$ cat src/rtl/muldiv_ctrl_if.sv
// muldiv_ctrl_if: operation request and result handshake bundle for muldiv_ctrl.
// Request side:  in_valid/in_ready handshake, in_op, in_a (rs1), in_b (rs2), in_tag.
// Result side:   out_valid/out_ready handshake, out_result, out_tag.
// master drives requests and consumes results; slave is the muldiv_ctrl end.
interface muldiv_ctrl_if #(
    parameter int TAG_W = 5
);
    logic             in_valid;
    logic             in_ready;
    logic [2:0]       in_op;
    logic [31:0]      in_a;
    logic [31:0]      in_b;
    logic [TAG_W-1:0] in_tag;
    logic             out_valid;
    logic             out_ready;
    logic [31:0]      out_result;
    logic [TAG_W-1:0] out_tag;

    modport master (
        output in_valid, in_op, in_a, in_b, in_tag, out_ready,
        input  in_ready, out_valid, out_result, out_tag
    );

    modport slave (
        input  in_valid, in_op, in_a, in_b, in_tag, out_ready,
        output in_ready, out_valid, out_result, out_tag
    );
endinterface

$ cat src/rtl/muldiv_ctrl.sv
// muldiv_ctrl: RV32M multiply/divide unit with a single in-flight operation.
// Ports:
//   clk    - clock, all state updates on the rising edge
//   rst_n  - asynchronous active-low reset
//   flush  - synchronous kill of the in-flight operation (beats accept and out_ready)
//   busy   - high whenever the controller is not idle
//   bus    - muldiv_ctrl_if.slave: request (in_*) and result (out_*) handshakes
// Ops: 0 mul, 1 mulh, 2 mulhsu, 3 mulhu, 4 div, 5 divu, 6 rem, 7 remu.
// Latency from the accept edge: multiply 2 cycles, divide 34 cycles.
// Build option MULDIV_DIV_BYPASS_EN: divide-by-zero and signed overflow skip the
// iterative divider and complete in 1 cycle; otherwise they run the full divide and
// the FIX state substitutes the architectural results.
module muldiv_ctrl #(
    parameter int TAG_W = 5
) (
    input  logic           clk,
    input  logic           rst_n,
    input  logic           flush,
    output logic           busy,
    muldiv_ctrl_if.slave   bus
);
    typedef enum logic [2:0] {IDLE, MUL, DIV, FIX, DONE} state_t;

    state_t           state_q, state_d;
    logic [2:0]       op_q, op_d;
    logic [31:0]      a_q, a_d;
    logic [31:0]      b_q, b_d;
    logic [TAG_W-1:0] tag_q, tag_d;
    logic [4:0]       cnt_q, cnt_d;
    logic [31:0]      quo_q, quo_d;
    logic [31:0]      rem_q, rem_d;
    logic [31:0]      dvs_q, dvs_d;
    logic [31:0]      res_q, res_d;

    // Magnitude of a value that may be two's complement; 0x80000000 maps to itself,
    // which is the correct unsigned magnitude.
    function automatic logic [31:0] mag(input logic [31:0] v, input logic sgn);
        return (sgn && v[31]) ? -v : v;
    endfunction

    // Architectural results for divide-by-zero and signed overflow.
    function automatic logic [31:0] spec_res(input logic is_rem, input logic [31:0] a,
                                             input logic dz);
        return is_rem ? (dz ? a : 32'h0) : (dz ? 32'hFFFF_FFFF : 32'h8000_0000);
    endfunction

    logic        acc;
    logic        in_sgn;
    logic        q_sgn;
    logic        dz_q;
    logic        ovf_q;
    logic [63:0] ea;
    logic [63:0] eb;
    logic [63:0] prod;
    logic [32:0] sh;
    logic        ge;
    logic [31:0] q_fix;
    logic [31:0] r_fix;

    assign acc    = bus.in_valid && (state_q == IDLE) && !flush;
    // Even ops (div, rem) are the signed divides.
    assign in_sgn = !bus.in_op[0];
    assign q_sgn  = !op_q[0];

    // Multiplier: extend each operand to 64 bits according to its signedness; the low
    // 64 bits of the unsigned product are then the exact two's complement product.
    assign ea   = {{32{(op_q[1:0] != 2'b11) && a_q[31]}}, a_q};
    assign eb   = {{32{!op_q[1] && b_q[31]}}, b_q};
    assign prod = ea * eb;

    // One restoring step: shift the next dividend bit into the partial remainder.
    assign sh = {rem_q, quo_q[31]};
    assign ge = sh >= {1'b0, dvs_q};

    assign dz_q  = (b_q == 32'h0);
    assign ovf_q = q_sgn && (a_q == 32'h8000_0000) && (b_q == 32'hFFFF_FFFF);
    assign q_fix = (q_sgn && (a_q[31] ^ b_q[31])) ? -quo_q : quo_q;
    assign r_fix = (q_sgn && a_q[31]) ? -rem_q : rem_q;

`ifdef MULDIV_DIV_BYPASS_EN
    logic in_dz;
    logic in_ovf;
    assign in_dz  = (bus.in_b == 32'h0);
    assign in_ovf = in_sgn && (bus.in_a == 32'h8000_0000) && (bus.in_b == 32'hFFFF_FFFF);
`endif

    always_comb begin
        state_d = state_q;
        op_d    = op_q;
        a_d     = a_q;
        b_d     = b_q;
        tag_d   = tag_q;
        cnt_d   = cnt_q;
        quo_d   = quo_q;
        rem_d   = rem_q;
        dvs_d   = dvs_q;
        res_d   = res_q;
        case (state_q)
            IDLE: begin
                if (acc) begin
                    op_d    = bus.in_op;
                    a_d     = bus.in_a;
                    b_d     = bus.in_b;
                    tag_d   = bus.in_tag;
                    quo_d   = mag(bus.in_a, in_sgn);
                    dvs_d   = mag(bus.in_b, in_sgn);
                    rem_d   = 32'h0;
                    cnt_d   = 5'd31;
                    state_d = bus.in_op[2] ? DIV : MUL;
`ifdef MULDIV_DIV_BYPASS_EN
                    if (bus.in_op[2] && (in_dz || in_ovf)) begin
                        res_d   = spec_res(bus.in_op[1], bus.in_a, in_dz);
                        state_d = DONE;
                    end
`endif
                end
            end
            MUL: begin
                res_d   = (op_q == 3'd0) ? prod[31:0] : prod[63:32];
                state_d = DONE;
            end
            DIV: begin
                rem_d   = ge ? 32'(sh - {1'b0, dvs_q}) : sh[31:0];
                quo_d   = {quo_q[30:0], ge};
                cnt_d   = cnt_q - 5'd1;
                state_d = (cnt_q == 5'd0) ? FIX : DIV;
            end
            FIX: begin
                res_d   = (dz_q || ovf_q) ? spec_res(op_q[1], a_q, dz_q)
                                          : (op_q[1] ? r_fix : q_fix);
                state_d = DONE;
            end
            DONE: begin
                if (bus.out_ready) state_d = IDLE;
            end
            default: state_d = IDLE;
        endcase
        if (flush) state_d = IDLE;
    end

    always_ff @(posedge clk or negedge rst_n) begin
        if (!rst_n) begin
            state_q <= IDLE;
            op_q    <= '0;
            a_q     <= '0;
            b_q     <= '0;
            tag_q   <= '0;
            cnt_q   <= '0;
            quo_q   <= '0;
            rem_q   <= '0;
            dvs_q   <= '0;
            res_q   <= '0;
        end else begin
            state_q <= state_d;
            op_q    <= op_d;
            a_q     <= a_d;
            b_q     <= b_d;
            tag_q   <= tag_d;
            cnt_q   <= cnt_d;
            quo_q   <= quo_d;
            rem_q   <= rem_d;
            dvs_q   <= dvs_d;
            res_q   <= res_d;
        end
    end

    assign busy           = (state_q != IDLE);
    assign bus.in_ready   = (state_q == IDLE);
    assign bus.out_valid  = (state_q == DONE);
    assign bus.out_result = bus.out_valid ? res_q : 32'h0;
    assign bus.out_tag    = bus.out_valid ? tag_q : '0;
endmodule

$ cat src/flat_wrapper.sv
// flat-port wrapper written by rule: the top's interface ports become plain ports
module muldiv_ctrl_flat 
#(
    parameter int TAG_W = 5
)
  (clk, rst_n, flush, busy, bus_in_valid, bus_in_op, bus_in_a, bus_in_b, bus_in_tag, bus_out_ready, bus_in_ready, bus_out_valid, bus_out_result, bus_out_tag);
  muldiv_ctrl_if #(.TAG_W(TAG_W)) bus_i ();
  input  logic clk;
  input  logic rst_n;
  input  logic flush;
  output logic busy;
  input wire logic [$bits(bus_i.in_valid)-1:0] bus_in_valid;
  input wire logic [$bits(bus_i.in_op)-1:0] bus_in_op;
  input wire logic [$bits(bus_i.in_a)-1:0] bus_in_a;
  input wire logic [$bits(bus_i.in_b)-1:0] bus_in_b;
  input wire logic [$bits(bus_i.in_tag)-1:0] bus_in_tag;
  input wire logic [$bits(bus_i.out_ready)-1:0] bus_out_ready;
  output wire logic [$bits(bus_i.in_ready)-1:0] bus_in_ready;
  output wire logic [$bits(bus_i.out_valid)-1:0] bus_out_valid;
  output wire logic [$bits(bus_i.out_result)-1:0] bus_out_result;
  output wire logic [$bits(bus_i.out_tag)-1:0] bus_out_tag;
  assign bus_i.in_valid = bus_in_valid;
  assign bus_i.in_op = bus_in_op;
  assign bus_i.in_a = bus_in_a;
  assign bus_i.in_b = bus_in_b;
  assign bus_i.in_tag = bus_in_tag;
  assign bus_i.out_ready = bus_out_ready;
  assign bus_in_ready = bus_i.in_ready;
  assign bus_out_valid = bus_i.out_valid;
  assign bus_out_result = bus_i.out_result;
  assign bus_out_tag = bus_i.out_tag;
  muldiv_ctrl #(.TAG_W(TAG_W)) u_core (.clk(clk), .rst_n(rst_n), .flush(flush), .busy(busy), .bus(bus_i));
endmodule
$ cat config.mk
export PLATFORM = sky130hd
export DESIGN_NAME = muldiv_ctrl_flat
export DESIGN_NICKNAME = d
export VERILOG_FILES = /design/src/rtl/muldiv_ctrl_if.sv /design/src/rtl/muldiv_ctrl.sv /design/src/flat_wrapper.sv
export SDC_FILE = /design/constraint.sdc
export NUM_CORES = 2
export LEC_CHECK = 0
export ABC_AREA = 1
export CAP_MARGIN = 20
export CORE_ASPECT_RATIO = 1.75
export CORE_UTILIZATION = 40
export CTS_BUF_LIST = sky130_fd_sc_hd__clkbuf_8
export DETAILED_ROUTE_END_ITERATION = 10
export GPL_TIMING_DRIVEN = 0
export SLEW_MARGIN = 20
export SYNTH_ARGS = -nofsm -noshare
export SYNTH_HDL_FRONTEND = slang
export SYNTH_SLANG_ARGS = --single-unit
$ cat constraint.sdc
create_clock -name clk -period 8.7 [get_ports clk]
set_input_delay 2.175 -clock clk [delete_from_list [all_inputs] [get_ports clk]]
set_output_delay 2.175 -clock clk [all_outputs]
set_load 0.005 [all_outputs]
Word-level counts from Yosys, hierarchy flattened
Index checks and enable logic that the tools add are counted.
Widths: inputs -> output; s select.

cells by class
  bitwise gates (word level) = 1
  multipliers = 1
  reduce and logical (&&, ||, !) cells = 26
  equal/unequal tests = 10
  $lt $le $gt $ge = 1
  multiplexer cells = 26
  $add $sub $neg = 6

operators with widths
  operator              number
  $mux 32               13
  $pmux 32 s2           3
  $neg 32->32           4
  $eq 32x32->1 const B  2
  $mul 33x33->64        1
  $ge 33x32->1          1
  $logic_not 32->1      1
  $sub 32x32->32        1
  $mux 31               1
  $pmux 3 s4            1
  $logic_and 1x1->1     10
  $mux 5                2
  $pmux 5 s2            1
  $mux 3                3
  $eq 3x2->1 const B    2
  $logic_not 3->1       2
  $reduce_and 2->1      3
  $logic_not 5->1       1
  $sub 5x1->5 const B   1
  $logic_not 1->1       4
  $reduce_bool 2->1     2
  $eq 3x1->1 const B    1
  $eq 3x3->1 const B    1
  $ne 3x2->1 const B    1
  other kinds (9)       9

word-level totals
  register bits = 208
  output and inout bits = 40
  bits of input ports = 77
  logic and storage cells = 81

Depth between registers and ports, before layout
  depth after elaboration = 6
  depth in mapped cells = 37
  depth with buffers taken out = 35

Worst setup path after synthesis
OpenSTA, ideal clock, no wires.

  path type = register -> register
  start point = register u_core.a_q[31]
  end point = register u_core.res_q[26]
  library setup time = 0.118 ns
  path buffers = 2
  data required time = 8.582 ns
  period minus slack after synthesis = 7.799 ns
  cell stages (with the launch flop) = 33
  data arrival time = 7.681 ns
  path slack = 0.901 ns
  path through = dfrtp_1 > buf_2 > nand2_1 > clkbuf_1 > nor2_1 > fa_1 > inv_1 > fa_1 > inv_1 > fa_1 > inv_1 > fa_1 > inv_1 > fa_1 > fa_1 > fa_1 > inv_1 > fa_1 > inv_1 > ha_1 > nand2_1 > nor2_1 > inv_1 > nor3_1 > nand2_1 > nor3_1 > nand2_1 > nand2_1 > nand2_1 > nand3_1 > nand2_1 > nand3_1 > nand2_1

between the ends
  cells in the longest elaborated chain, start to end = 6
  elaborated cells on any way between the ends = 15
  those cells by class = 1 x mul; 1 x eq/ne; 6 x mux; 1 x bitwise; 6 x reduce/logical

RTL lines
  element                                                                 line                RTL
  start: declaration                                                      muldiv_ctrl.sv:26   logic [31:0] a_q, a_d;
  start signal: assignment                                                muldiv_ctrl.sv:145  a_q <= '0;
  start signal: assignment                                                muldiv_ctrl.sv:156  a_q <= a_d;
  parallel branches: the longest is 5 deep, another holds $mul 33x33->64  --
  $pmux 32 s2 *                                                           muldiv_ctrl.sv:98   case (state_q)
  end signal: assignment                                                  muldiv_ctrl.sv:163  res_q <= res_d;
  end: declaration                                                        muldiv_ctrl.sv:33   logic [31:0] res_q, res_d;

Mark *: on every way between the ends.
A chain may end at the register's enable or synchronous reset.

Worst setup path after layout
  start point = register u_core.b_q[11]
  end point = register u_core.res_q[19]

between the ends
  cells in the longest elaborated chain, start to end = 5
  elaborated cells on any way between the ends = 11
  those cells by class = 1 x mul; 1 x eq/ne; 6 x mux; 3 x reduce/logical

RTL lines
  element                                                                 line                RTL
  start: declaration                                                      muldiv_ctrl.sv:27   logic [31:0] b_q, b_d;
  start signal: assignment                                                muldiv_ctrl.sv:146  b_q <= '0;
  start signal: assignment                                                muldiv_ctrl.sv:157  b_q <= b_d;
  parallel branches: the longest is 4 deep, another holds $mul 33x33->64  --
  $pmux 32 s2 *                                                           muldiv_ctrl.sv:98

Marks and branches as above.

==> flow_metrics.env <==
export IMPL_outcome="completed"
export IMPL_syn_to_final_growth_pct=8.98
export IMPL_grt_max_degree=87
export IMPL_die_area_sq_um=140000
export IMPL_fin_ws_ns=0.0383
export IMPL_synth_fa_ha_area_share_pct=46.2
export IMPL_cts_root_buffer="clkbuf_8"
export IMPL_drive_gt1_share_pct=5.37
export IMPL_muxShareOfSynthArea_pct=0
export IMPL_coreArea_sq_um=138000
export IMPL_drt_iter0_drc=3583
export IMPL_clock_fmax_ghz=0.115
export IMPL_antenna_left=0
export IMPL_synth_simple_area_share_pct=21.9
export IMPL_synth_edf_count=0
export IMPL_synth_fp_nets=9017
export IMPL_synth_area_sq_um=55600
export IMPL_die_x_um=284
export IMPL_holdPathEnd="u_core.res_q[23]$_DFFE_PN0N_"
export IMPL_synth_cells=7564
export IMPL_rrSetupSlack_ns=0.04
export IMPL_h_tree_depth=1
export IMPL_synth_xor_area_share_pct=0.678
export IMPL_cts_made_buffers=30
export IMPL_vias_per_cell=5.39
export IMPL_r2r_cells=27
export IMPL_die_height_um=495
export IMPL_synth_area_per_cell_sq_um=7.34
export IMPL_min_path_type="reg -> reg"
export IMPL_cp_required_ns=9.32
export IMPL_final_fill_count=14480
export IMPL_fin_nets=9145
export IMPL_synth_compound_area_share_pct=6.39
export IMPL_io_pins=117
export IMPL_clk_pin_slew_ns=0.09
export IMPL_hold_depth=2
export IMPL_start_util_pct=40.4
export IMPL_synthFlopType="dfrtp_1"
export IMPL_routedWlPerCell_um=28.8
export IMPL_grt_overflow_total=0
export IMPL_r2r_end="u_core.res_q[19]$_DFFE_PN0N_"
export IMPL_cp_end_kind="register"
export IMPL_clock_skew_ns=0.0546
export IMPL_fp_row_count=180
export IMPL_synth_async_reset_ratio_pct=100
export IMPL_hp_start="u_core.res_q[23]$_DFFE_PN0N_"
export IMPL_slowest_delay_ns=0.82
export IMPL_ys_ff_latch=207
export IMPL_r2r_start="u_core.b_q[11]$_DFFE_PN0P_"
export IMPL_synth_seq_area_share_pct=9.32
export IMPL_vias=51510
export IMPL_cts_tree="done"
export IMPL_relSlewSlack_pct=18.1
export IMPL_first_global_vias=55490
export IMPL_io_buffers=116
export IMPL_hold_viol=0
export IMPL_finalMaxSlewViolations=0
export IMPL_gp_congestion=1.05
export IMPL_ctsHoldBuffers=0
export IMPL_remaining_drc_errors=0
export IMPL_synth_top_family_by_area="adder cells"
export IMPL_cts_buffer_depth=3
export IMPL_fin_crit_sh_pct=99.6
export IMPL_maxCapViolations=0
export IMPL_worst_skew_pair_late_latency_ns=0.74
export IMPL_dp_hpwl_um=237000
export IMPL_start_kind="register"
export IMPL_worst_pin_slew_ns=1.23
export IMPL_firstDrtPassIters=7
export IMPL_clock_sinks=207
export IMPL_antenna_found_initial=13
export IMPL_grt_pass1_wl_um=390000
export IMPL_cp_arrival_ns=9.28
export IMPL_pre_cts_slack_ns=-2.17
export IMPL_gr_usage_all_layers_pct=39.7
export IMPL_cpMostUsedCell="nand2_1"
export IMPL_path_max_fanout=10
export IMPL_path_class="reg -> reg"
export IMPL_yosysWarnings=0
export IMPL_route_final_wire_length_um=275000
export IMPL_setup_viol=0
export IMPL_synth_cell_types=52
export IMPL_cp_slowest_cell="fa_2"
export IMPL_min_period_ns=8.66
[per-layer routing]
layer	part of all wire, %	track usage [%]	vias to the layer above
met1	30	36.2	25816
met3	5.1	5.82	1107
li1	-	-	22318
met4	14	45.1	2
met2	51	71.0	2267
met5	0.0047	0	-
[how the worst max path moves through the flow]
stage	cells after the start	from	to
detailed placement	32	u_core.op_q[0]$_DFFE_PN0P_	u_core.res_q[26]$_DFFE_PN0N_
global route	33	u_core.b_q[31]$_DFFE_PN0P_	u_core.res_q[13]$_DFFE_PN0N_
floorplan	32	u_core.a_q[31]$_DFFE_PN0P_	u_core.res_q[26]$_DFFE_PN0N_
CTS	27	u_core.a_q[22]$_DFFE_PN0P_	u_core.res_q[31]$_DFFE_PN0N_
finish	27	u_core.b_q[11]$_DFFE_PN0P_	u_core.res_q[19]$_DFFE_PN0N_
global placement	1	rst_n	u_core.rem_q[28]$_DFFE_PN0P_
[registers in the layout, indices dropped and copies added, names as in the netlist]
name / cells
u_core.dvs_q: 32
u_core.op_q: 3
u_core.rem_q: 32
u_core.tag_q: 5
u_core.quo_q: 32
u_core.a_q: 32
u_core.state_q: 3
u_core.b_q: 31
u_core.res_q: 32
u_core.cnt_q: 5
[synth_stat cells (9+ instances only)]
cell type  instances  area (sq um)
o211ai_1          27           203
nand2_1         2155          8090
nand4_1           67           419
nor3_1            36           180
o211ai_2           9           113
nand3_1          259          1300
o221ai_1          15           131
xor2_1            21           184
nor4_1             9          56.3
inv_2              9          33.8
dfrtp_1          207          5180
clkbuf_1         314          1180
o31ai_1           13          97.6
a31oi_1           15          93.8
a21oi_1          237          1190
or2_2             10          62.6
inv_1           1920          7210
buf_1             15          56.3
nand3b_1          14           105
nor2_1           469          1760
o21bai_1          34           255
xnor2_1           22           193
o22ai_1           26           163
ha_1             250          3130
a21o_1             9          67.6
o21ai_0          197           986
buf_2             18          90.1
fa_1            1126         22500
[critical path: cells and delay by family (launching register included)]
family        cells  cell delay, ns
buf+inv           5            0.85
fa+ha+maj         9            5.13
flops             1            0.68
simple gates     13            1.79
[area by class of cell]
type / count / area (sq um) / share of cell area (%)
inverters: 1932 / 7270 / 12.0
diodes: 15 / 37.5 / 0.0620
well taps: 1820 / 2280 / 3.76
clock inverters: 15 / 211 / 0.349
repair buffers: 141 / 1420 / 2.34
multi-input cells: 5074 / 42100 / 69.6
flip-flops and latches: 207 / 5210 / 8.60
clock buffers: 38 / 523 / 0.864
plain buffers: 306 / 1460 / 2.42
[cell usage in the layout (no fill, tap or decap), types with 26 or more instances in the layout]
master,count
a21oi_1,229
buf_2,29
clkbuf_1,111
clkbuf_2,129
clkbuf_8,40
clkdlybuf4s50_1,115
dfrtp_1,185
fa_1,1112
ha_1,232
inv_1,1916
nand2_1,2147
nand3_1,257
nand4_1,67
nor2_1,450
nor3_1,32
o211ai_1,27
o21ai_0,197
o21bai_1,32
o22ai_1,26
[logic make-up (layout without fill, tap and decap cells)]
family / after synthesis / after routing
adders and majority gates: 1376 / 1376
buffers and inverters: 2283 / 2432
and+or+nand+nor: 3039 / 3039
other: 0 / 15
xor gates and xnor gates: 43 / 43
DFF: 207 / 207
AOI/OAI and AO/OA: 616 / 616
[timing repair]
action,in CTS,in global routing
pin swaps,3,8
resized for setup,178,176
gates cloned,0,0
endpoints found under the setup margin,32,23
setup buffers,12,7
[metrics by stage]
step	util, %	hold WS (ns)	area, sq um	instances	TNS [ns]
5_1_grt	44.0	0.507	60500	9537	-0.0104
3_5_place_dp	43.0	0.470	59100	9506	-39.28
3_3_place_gp	42.9	0.466	59000	9500	-893.98
4_1_cts	43.8	0.492	60300	9541	0
6_report	44.0	0.488	60500	9548	0
2_1_floorplan	-	0.449	55600	7564	0
Power is not shown: default switching activity piles up to over one toggle a cycle in this logic, so the estimate is an artifact.
